## src/rtl/seq_pkg.sv

```systemverilog
// Shared types and 7-segment helpers for the serial pattern transmitter and
// its partner sequence detector display.
package seq_pkg;

  typedef enum logic [1:0] {
    IDLE = 2'd0,
    SEND = 2'd1,
    DONE = 2'd2
  } state_t;

  // Bit counter width: enough for 0..9 (PAT_W is at most 9).
  localparam int BCNT_W = 4;

  // Active-low segment codes, bit 6 = a ... bit 0 = g.
  localparam logic [6:0] SEG_0     = 7'b0000001;
  localparam logic [6:0] SEG_1     = 7'b1001111;
  localparam logic [6:0] SEG_2     = 7'b0010010;
  localparam logic [6:0] SEG_3     = 7'b0000110;
  localparam logic [6:0] SEG_4     = 7'b1001100;
  localparam logic [6:0] SEG_5     = 7'b0100100;
  localparam logic [6:0] SEG_6     = 7'b0100000;
  localparam logic [6:0] SEG_7     = 7'b0001111;
  localparam logic [6:0] SEG_8     = 7'b0000000;
  localparam logic [6:0] SEG_9     = 7'b0000100;
  localparam logic [6:0] SEG_BLANK = 7'b1111111;

  // Decimal digit to active-low segment code; out-of-range values blank.
  function automatic logic [6:0] seg7(input logic [3:0] val);
    logic [6:0] code;
    case (val)
      4'd0:    code = SEG_0;
      4'd1:    code = SEG_1;
      4'd2:    code = SEG_2;
      4'd3:    code = SEG_3;
      4'd4:    code = SEG_4;
      4'd5:    code = SEG_5;
      4'd6:    code = SEG_6;
      4'd7:    code = SEG_7;
      4'd8:    code = SEG_8;
      4'd9:    code = SEG_9;
      default: code = SEG_BLANK;
    endcase
    return code;
  endfunction

endpackage

```

## src/rtl/serial_pattern_tx_if.sv

```systemverilog
// Control and serial-data bundle of the pattern transmitter.
//
// Handshake: start is a request that is accepted on a clk edge only while the
// transmitter is in IDLE or DONE (busy=0 or done=1); a start seen while busy
// is dropped, not queued. pattern and repeat_en are sampled on that same edge
// (and repeat_en/pattern again at each frame's last bit). bit_vld is the valid
// qualifier for x_out: x_out carries a pattern bit exactly when bit_vld=1, and
// the receiver has no back-pressure. done marks the cycle after a frame ends.
interface serial_pattern_tx_if #(
  parameter int PAT_W = 4
);
  logic             start;
  logic [PAT_W-1:0] pattern;
  logic             repeat_en;
  logic             x_out;
  logic             bit_vld;
  logic             busy;
  logic             done;

  modport master (
    output start, pattern, repeat_en,
    input  x_out, bit_vld, busy, done
  );

  modport slave (
    input  start, pattern, repeat_en,
    output x_out, bit_vld, busy, done
  );
endinterface

```

## src/rtl/serial_pattern_tx_tick_gen.sv

```systemverilog
// Bit-rate prescaler: counts 0..DIV-1 while enabled and flags the final count.
module tick_gen #(
  parameter int DIV   = 4,
  parameter int CNT_W = $clog2(DIV + 1)
) (
  input  logic clk,
  input  logic rst_n,
  input  logic en,
  input  logic clr,
  output logic tick
);

  localparam logic [CNT_W-1:0] LAST = CNT_W'(DIV - 1);

  logic [CNT_W-1:0] cnt;

  assign tick = en && (cnt == LAST);

  // Prescaler counter: cleared at frame start, wraps after the last count.
  always_ff @(posedge clk or negedge rst_n) begin
    if (!rst_n) begin
      cnt <= '0;
    end else if (clr) begin
      cnt <= '0;
    end else if (en) begin
      if (cnt == LAST) cnt <= '0;
      else             cnt <= cnt + 1'b1;
    end
  end

endmodule

```

## src/rtl/serial_pattern_tx.sv

```systemverilog
// Serial pattern transmitter: latches a PAT_W-bit pattern and shifts it out
// MSB-first on x_out, each bit held DIV cycles, with a 7-seg progress display.
module serial_pattern_tx
  import seq_pkg::*;
#(
  parameter int PAT_W = 4,
  parameter int DIV   = 20000000,
  parameter int CNT_W = $clog2(DIV + 1)
) (
  input  logic                 clk,
  input  logic                 rst_n,
  serial_pattern_tx_if.slave   bus,
  output logic                 a,
  output logic                 b,
  output logic                 c,
  output logic                 d,
  output logic                 e,
  output logic                 f,
  output logic                 g,
  output state_t               state_dbg
);

  localparam logic [BCNT_W-1:0] LAST_BIT = BCNT_W'(PAT_W - 1);

  state_t             state, state_nxt;
  logic [PAT_W-1:0]   shreg, shreg_nxt, shreg_shl;
  logic [BCNT_W-1:0]  bit_cnt, bit_cnt_nxt;
  logic               x_out_q, x_out_nxt;
  logic               bit_vld_q, bit_vld_nxt;
  logic               busy_q, busy_nxt;
  logic               done_q, done_nxt;
  logic [6:0]         seg_q, seg_nxt;
  logic               start_acc;
  logic               tick;

  assign shreg_shl = shreg << 1;

  tick_gen #(
    .DIV   (DIV),
    .CNT_W (CNT_W)
  ) u_tick_gen (
    .clk   (clk),
    .rst_n (rst_n),
    .en    (state == SEND),
    .clr   (start_acc),
    .tick  (tick)
  );

  // State register.
  always_ff @(posedge clk or negedge rst_n) begin
    if (!rst_n) state <= IDLE;
    else        state <= state_nxt;
  end

  // Next-state and next-datapath decode; every output is registered from here.
  always_comb begin
    state_nxt   = state;
    shreg_nxt   = shreg;
    bit_cnt_nxt = bit_cnt;
    x_out_nxt   = x_out_q;
    bit_vld_nxt = bit_vld_q;
    busy_nxt    = busy_q;
    done_nxt    = 1'b0;
    start_acc   = 1'b0;

    case (state)
      IDLE, DONE: begin
        if (bus.start) begin
          start_acc   = 1'b1;
          state_nxt   = SEND;
          shreg_nxt   = bus.pattern;
          bit_cnt_nxt = '0;
          x_out_nxt   = bus.pattern[PAT_W-1];
          bit_vld_nxt = 1'b1;
          busy_nxt    = 1'b1;
        end else begin
          state_nxt   = IDLE;
          x_out_nxt   = 1'b0;
          bit_vld_nxt = 1'b0;
          busy_nxt    = 1'b0;
        end
      end

      SEND: begin
        if (tick) begin
          if (bit_cnt == LAST_BIT) begin
            if (bus.repeat_en) begin
              // Reload for the next frame with no idle gap.
              shreg_nxt   = bus.pattern;
              bit_cnt_nxt = '0;
              x_out_nxt   = bus.pattern[PAT_W-1];
            end else begin
              // Counter lands on PAT_W so the display shows the full frame.
              state_nxt   = DONE;
              bit_cnt_nxt = bit_cnt + 1'b1;
              x_out_nxt   = 1'b0;
              bit_vld_nxt = 1'b0;
              busy_nxt    = 1'b0;
              done_nxt    = 1'b1;
            end
          end else begin
            shreg_nxt   = shreg_shl;
            bit_cnt_nxt = bit_cnt + 1'b1;
            x_out_nxt   = shreg_shl[PAT_W-1];
          end
        end
      end

      default: begin
        state_nxt   = IDLE;
        x_out_nxt   = 1'b0;
        bit_vld_nxt = 1'b0;
        busy_nxt    = 1'b0;
      end
    endcase

    seg_nxt = seg7(bit_cnt_nxt);
  end

  // Datapath and output registers.
  always_ff @(posedge clk or negedge rst_n) begin
    if (!rst_n) begin
      shreg     <= '0;
      bit_cnt   <= '0;
      x_out_q   <= 1'b0;
      bit_vld_q <= 1'b0;
      busy_q    <= 1'b0;
      done_q    <= 1'b0;
      seg_q     <= SEG_0;
    end else begin
      shreg     <= shreg_nxt;
      bit_cnt   <= bit_cnt_nxt;
      x_out_q   <= x_out_nxt;
      bit_vld_q <= bit_vld_nxt;
      busy_q    <= busy_nxt;
      done_q    <= done_nxt;
      seg_q     <= seg_nxt;
    end
  end

  assign bus.x_out   = x_out_q;
  assign bus.bit_vld = bit_vld_q;
  assign bus.busy    = busy_q;
  assign bus.done    = done_q;
  assign {a, b, c, d, e, f, g} = seg_q;
  assign state_dbg   = state;

endmodule

```

## src/flat_wrapper.sv

```systemverilog
// flat-port wrapper written by rule: the top's interface ports become plain ports
module serial_pattern_tx_flat import seq_pkg::*;
#(
  parameter int PAT_W = 4,
  parameter int DIV   = 20000000,
  parameter int CNT_W = $clog2(DIV + 1)
)
  (clk, rst_n, a, b, c, d, e, f, g, state_dbg, bus_start, bus_pattern, bus_repeat_en, bus_x_out, bus_bit_vld, bus_busy, bus_done);
  serial_pattern_tx_if #(.PAT_W(PAT_W)) bus_i ();
  input  logic clk;
  input  logic rst_n;
  output logic a;
  output logic b;
  output logic c;
  output logic d;
  output logic e;
  output logic f;
  output logic g;
  output state_t state_dbg;
  input wire logic [$bits(bus_i.start)-1:0] bus_start;
  input wire logic [$bits(bus_i.pattern)-1:0] bus_pattern;
  input wire logic [$bits(bus_i.repeat_en)-1:0] bus_repeat_en;
  output wire logic [$bits(bus_i.x_out)-1:0] bus_x_out;
  output wire logic [$bits(bus_i.bit_vld)-1:0] bus_bit_vld;
  output wire logic [$bits(bus_i.busy)-1:0] bus_busy;
  output wire logic [$bits(bus_i.done)-1:0] bus_done;
  assign bus_i.start = bus_start;
  assign bus_i.pattern = bus_pattern;
  assign bus_i.repeat_en = bus_repeat_en;
  assign bus_x_out = bus_i.x_out;
  assign bus_bit_vld = bus_i.bit_vld;
  assign bus_busy = bus_i.busy;
  assign bus_done = bus_i.done;
  serial_pattern_tx #(.PAT_W(PAT_W), .DIV(DIV), .CNT_W(CNT_W)) u_core (.clk(clk), .rst_n(rst_n), .bus(bus_i), .a(a), .b(b), .c(c), .d(d), .e(e), .f(f), .g(g), .state_dbg(state_dbg));
endmodule
```

## config.mk

```make
export PLATFORM = sky130hd
export DESIGN_NAME = serial_pattern_tx_flat
export DESIGN_NICKNAME = d
export VERILOG_FILES = /design/src/rtl/seq_pkg.sv /design/src/rtl/serial_pattern_tx_if.sv /design/src/rtl/serial_pattern_tx_tick_gen.sv /design/src/rtl/serial_pattern_tx.sv /design/src/flat_wrapper.sv
export SDC_FILE = /design/constraint.sdc
export NUM_CORES = 1
export LEC_CHECK = 0
export CAP_MARGIN = 20
export CELL_PAD_IN_SITES_DETAIL_PLACEMENT = 1
export CELL_PAD_IN_SITES_GLOBAL_PLACEMENT = 2
export CORE_ASPECT_RATIO = 0.6
export CORE_MARGIN = 2
export CORE_UTILIZATION = 40
export CTS_CLUSTER_DIAMETER = 200
export DETAILED_ROUTE_END_ITERATION = 7
export PLACE_DENSITY = 0.82
export SYNTH_ARGS = -nofsm -noshare
export SYNTH_HDL_FRONTEND = slang
export SYNTH_HIERARCHICAL = 1
export SYNTH_SLANG_ARGS = --single-unit
```

## constraint.sdc

```tcl
create_clock -name clk -period 5.93 [get_ports clk]
set_input_delay 1.4825 -clock clk [delete_from_list [all_inputs] [get_ports clk]]
set_output_delay 1.4825 -clock clk [all_outputs]
set_load 0.02 [all_outputs]
```

# Word level (Yosys, flattened, before mapping)
# Memories as Yosys holds them, arrays and structs flattened. A register that Yosys moved wholly into a read port is not among the register bits.
# Cells that the tools add are included.
[classes] eq_ne=9 n_reduce_logical=8 muxes=33 add_sub_neg=2
[op_table] operator="25-bit two-way mux" count=3
[op_table] operator="25-bit by 1-bit adder with 25-bit output, second input constant" count=1
[op_table] operator="25-bit equality test, second input constant" count=1
[op_table] operator="4-bit two-way mux" count=4
[op_table] operator="1-bit two-way mux" count=14
[op_table] operator="3-bit two-way mux" count=4
[op_table] operator="4-bit case mux with 2 select lines" count=1
[op_table] operator="2-bit two-way mux" count=3
[op_table] operator="3-bit case mux with 2 select lines" count=1
[op_table] operator="4-bit by 1-bit adder with 4-bit output, second input constant" count=1
[op_table] operator="4-bit by 2-bit equality test with 1-bit output, second input constant" count=1
[op_table] operator="2-bit by 1-bit inequality test with 1-bit output, second input constant" count=2
[op_table] operator="2-bit inequality test, second input constant" count=2
[op_table] operator="1-bit case mux with 2 select lines" count=2
[op_table] operator="2-bit case mux with 2 select lines" count=1
[op_table] operator="4-bit AND reduction" count=1
[op_table] operator="2-bit nonzero test" count=2
[op_table] operator="3-bit inequality test, second input constant" count=1
[op_table] operator="3-bit AND reduction" count=1
[op_table] operator="2-bit by 1-bit equality test with 1-bit output, second input constant" count=1
[op_table] operator="2-bit equality test, second input constant" count=1
[op_table] operator="2-bit zero test" count=1
[op_table] operator="2-bit OR reduction" count=1
[op_table] operator="1-bit logical AND" count=1
[op_table] operator="1-bit zero test" count=1
[word_totals] input_bits=8 mem_bits_ro=112 word_cells=60 n_memories=1 out_inout_bits=13 ff_bits=37
[mem_list] name="(name not given)" depth=16 width=7 read_ports=1 rd_ports_with_merged_regs=1 write_ports=0 line_no="seq_pkg.sv:30" text="case (val)"

# Logic depth before layout (Yosys ltp)
[logic_depth] word_depth=5 depth_mapped=12 mapped_depth_nobuf=11

# Cells and area by module
# Netlist, hierarchy kept.
[by_module_without_submodules] mod="tick_gen" n_inst=1 seq_area_each_um2=625.6 cells_per_inst=170 area_each_um2=1569.0
[by_module_without_submodules] mod="serial_pattern_tx" n_inst=1 seq_area_each_um2=451.7 cells_per_inst=92 area_each_um2=977.2

# Least setup slack after synthesis
# Ideal clock, no wire load.
[synth_timing] path_kind="register -> register" startpoint="reg u_core.u_tick_gen.cnt[19]" endpoint="reg u_core.seg_q[2]" t_arrival_ns=2.854 n_path_buf=0 synth_period_minus_slack_ns=2.931 required_time_ns=5.853 path_slack_ns=2.999 stages_incl_launch_ff=10 setup_time_ns=0.077 path_cell_list="dfrtp_1 -> or4b_2 -> nor4_4 -> and3_1 -> nand3b_4 -> a31oi_2 -> inv_1 -> ha_1 -> mux2_2 -> a21oi_1"
[synth_via] elab_chain_len=4
[synth_lines] item="start, declared" line_no="serial_pattern_tx_tick_gen.sv:15" text="logic [CNT_W-1:0] cnt;"
[synth_lines] item="start signal, assigned" line_no="serial_pattern_tx_tick_gen.sv:27" text="else cnt <= cnt + 1'b1;"
[synth_lines] item="25-bit equality test" line_no="serial_pattern_tx_tick_gen.sv:17" text="assign tick = en && (cnt == LAST);"
[synth_lines] item="1-bit logical AND" line_no="serial_pattern_tx_tick_gen.sv:17"
[synth_lines] item="via u_core.tick" line_no="serial_pattern_tx.sv:34" text="logic tick;"
[synth_lines] item="4-bit two-way mux" line_no="serial_pattern_tx.sv:85" text="if (tick) begin"
[synth_lines] item="4-bit case mux with 2 select lines" line_no="serial_pattern_tx.sv:66" text="case (state)"
[synth_lines] item="via u_core.bit_cnt_nxt[1]" line_no="serial_pattern_tx.sv:27" text="logic [BCNT_W-1:0] bit_cnt, bit_cnt_nxt;"
[synth_lines] item="end, declared" line_no="serial_pattern_tx.sv:32" text="logic [6:0] seg_q, seg_nxt;"
# The timed path passes the listed nets, and every way through them passes these cells.
# A chain may end at the register's enable or synchronous reset.

# Worst setup path after layout
[layout_timing] startpoint="in bus_start" endpoint="reg u_core.u_tick_gen.cnt[11]"
[layout_via] elab_chain_len=3 word_cells_on_any_way=4 classes_between="3 x mux; 1 x reduce/logical"
[layout_lines] item="start, declared" line_no="flat_wrapper.sv:20" text="input wire logic [$bits(bus_i.start)-1:0] bus_start;"
[layout_lines] item="1-bit two-way mux *" line_no="serial_pattern_tx.sv:68" text="if (bus.start) begin"
[layout_lines] item="1-bit two-way mux *" line_no="serial_pattern_tx.sv:66"
[layout_lines] item="25-bit two-way mux / 2-bit nonzero test (equally long branches)"
# Mark *: on every way between the ends. The rest lies on a longest branch, timed or not.

==> impl_metrics.tcl <==
set metrics [dict create \
    nets 298 \
    synth_top_family_by_area "simple AND/OR/NAND/NOR gates" \
    synth_xor_area_frac 0.0275 \
    finalClockSkew_ns 0.00280 \
    drive_gt1_frac 0.117 \
    fmax_mhz 266 \
    setup_viol 0 \
    clock_latency_ns 0.30 \
    cts_tree "done" \
    reg2reg_slack_ns 2.24 \
    power_leakage_nw 1.32 \
    synth_top_area_frac 0.413 \
    slowest_stage "inv_1" \
    n_fill_cell 703 \
    hold_viol 0 \
    dp_hpwl_um 4910 \
    hold_path_class "reg -> reg" \
    start_kind "primary input" \
    gp_congestion 0.857 \
    seq_area_um2 1080 \
    min_period_over_period 0.634 \
    synth.net_count 278 \
    synth-simple-area-share 0.289 \
    vdd_ir_drop_max_mv 0.157 \
    cp_data_arrival_time_ns 3.96 \
    grt_antenna_before_repair 0 \
    synthMuxAreaShare 0.0319 \
    power_density_nw_per_um2 264 \
    io_pins 21 \
    grt_pass1_vias 2167 \
    syn_inst 262 \
    required_ns 6.12 \
    synth-edff-count 0 \
    grt_pass1_wl_um 11800 \
    routed_wl_um 7040 \
    r2r_start "u_core/u_tick_gen/cnt[17]$_DFFE_PN0P_" \
    cts_resized 0 \
    cts_buffers 5 \
    ant_nets 0 \
    status "complete, no violations" \
    detail_route.vias_per_cell 5.87 \
    setup_ws_ns 2.17 \
    synth_cell_type_count 58 \
    clock_sink_count 43 \
    r2r_end "u_core/seg_q[1]$_DFF_PN0_" \
    fin_tns_setup_ns 0 \
    die-height_um 65.8 \
    grt-ovfl-total 0 \
    reg2reg_depth 9 \
    synthFlopType "dfrtp_1" \
    io_buffers 20 \
    synth_adder_area_share 0.0393 \
    first_pass_iters 4 \
    ys_top_cells_by_area "dfrtp_1 (41%), ha_1 (3.9%), a21oi_1 (3.5%)" \
    relSlewSlack 0.481 \
    htreeDepth 2 \
    multi_input_area_um2 1360 \
    die_w_um 107 \
    grtUsageTotal 0.218 \
    ys_seq_area_frac 0.423 \
    core_um2 6140 \
    post_drt_wl_per_cell_um 19.2 \
    ys_seq_elements 43 \
    fp-row-count 22 \
    hold_end "u_core/bus.x_out$_DFFE_PN0N_" \
    drc 0 \
    post-route-min-period_ns 3.76 \
    path_class "in -> reg" \
    cts_hold_buffers 0 \
    preCtsSetupSlack_ns 1.83 \
    drt_iter0_drc 89 \
    path_clk_slew_ns 0.09 \
    rsz0062_at_grt "false" \
    antenna_cells 0 \
    synth_largest_area_cell "dfrtp_1" \
    vias 2153 \
    yosys_warnings 6 \
    endpoint_kind "register" \
    syn_to_final_growth_pct 14.2 \
    root_buffer "clkbuf_8" \
    tightest_slew_ns 0.778 \
    async_reset_ff_frac 1.00 \
    critPathMostFrequentCell "inv_1" \
    max_cap_viol_count 0 \
    worstHoldStart "u_core/bus.x_out$_DFFE_PN0N_" \
    cts_max_path_buffers 2 \
    start_util 0.415 \
    synth_compound_area_frac 0.146 \
    cts_setup_buffers 0 \
    grt_max_degree 44 \
    syn_area_per_cell_um2 9.72 \
    die_area_um2 7040 \
    hold_path_depth 2 \
    final_core_util 0.474 \
    slowest_delay_ns 0.65 \
    synth_area_um2 2550 \
    synth.most_common_cell "dfrtp_1" \
    slew_viol_final 0 \
    crit_path_cell_trace "clkdlybuf4s50_1 > nand2b_1 > inv_1 > inv_1 > a21oi_1 > nand4_1 > xor2_1 > nor2_1" \
    critical_path.max_fanout 23 \
    netlist_top_cells_count "dfrtp_1 (42), nor2_1 (20), a21oi_1 (18)" \
]
worst max-delay path, delay by kind of cell:
family / cells / cell delay, ns
AO/OA/AOI/OAI: 1 / 0.42
buffers and inverters: 3 / 1.47
XOR/XNOR: 1 / 0.16
AND/OR/NAND/NOR: 3 / 0.41
report_power, final:
part	leakage [nW]	switching, mW	internal (mW)
Clock	0.0412	0.112	0.0826
Combinational	0.706	0.111	0.0785
Sequential	0.571	0.0491	0.336
logic make-up after synthesis:
| kind of cell | after synthesis |
|---|---|
| simple gates | 116 |
| fa+ha+maj | 8 |
| buf+inv | 22 |
| mux | 8 |
| compound gates | 57 |
| xor+xnor | 8 |
| flops | 43 |
cells in the final DEF (no fill, tap or decap), types with 3 or more instances in the layout:
| cell | n |
|---|---|
| nand4_1 | 12 |
| nand3_1 | 11 |
| dfrtp_1 | 42 |
| buf_4 | 3 |
| clkbuf_8 | 5 |
| nand2_1 | 15 |
| nor3_1 | 6 |
| a22oi_1 | 4 |
| o21ai_0 | 14 |
| a21oi_1 | 18 |
| inv_1 | 11 |
| mux2i_1 | 7 |
| nor2_1 | 20 |
| nand4b_1 | 3 |
| and2_1 | 6 |
| and3_1 | 8 |
| ha_1 | 8 |
| xor2_1 | 8 |
| a31o_2 | 6 |
| clkdlybuf4s50_1 | 19 |
| nor4_1 | 4 |
| nor4b_1 | 7 |
worst max path at each step:
stage	cells past startpoint	startpoint	end
2_1_floorplan	9	u_core/u_tick_gen/cnt[19]$_DFFE_PN0P_	u_core/seg_q[2]$_DFF_PN0_
3_3_place_gp	8	bus_start	u_core/u_tick_gen/cnt[19]$_DFFE_PN0P_
3_5_place_dp	8	bus_start	u_core/u_tick_gen/cnt[15]$_DFFE_PN0P_
4_1_cts	8	bus_start	u_core/u_tick_gen/cnt[19]$_DFFE_PN0P_
5_1_grt	8	bus_start	u_core/u_tick_gen/cnt[17]$_DFFE_PN0P_
6_report	8	bus_start	u_core/u_tick_gen/cnt[11]$_DFFE_PN0P_
layer usage:
metal  global-route usage  vias up  part of all wire
li1                     -     1017                 -
met1                0.340     1068              0.53
met2                0.306       61              0.40
met3               0.0443        7             0.059
met4               0.0503        0            0.0070
met5                    0        -                 0
sequential cells by signal, indices dropped and copies added (netlist names):
register / count
u_core/shreg: 3
u_core/bit_cnt: 4
u_core/bus.x_out: 1
u_core/u_tick_gen/cnt: 25
u_core/seg_q: 7
u_core/state_dbg: 2
u_core/bus.done: 1
through the flow:
step	area [um^2]	hold slack [ns]	power [mW]	std cells
floorplan	2550	0.487	0.502	262
global placement	2790	0.516	0.568	357
detailed placement	2790	0.526	0.574	357
CTS	2880	0.549	0.771	365
global route	2910	0.571	0.815	367
finish	2910	0.538	0.769	367
final cells by class:
cell class,count,area share
clock buffers,6,0.0250
clock inverters,2,0.00430
inverters,11,0.0142
multi-input cells,197,0.468
flip-flops and latches,43,0.371
well taps,84,0.0362
repair buffers,24,0.0818
(Power assumes the default switching activity.)
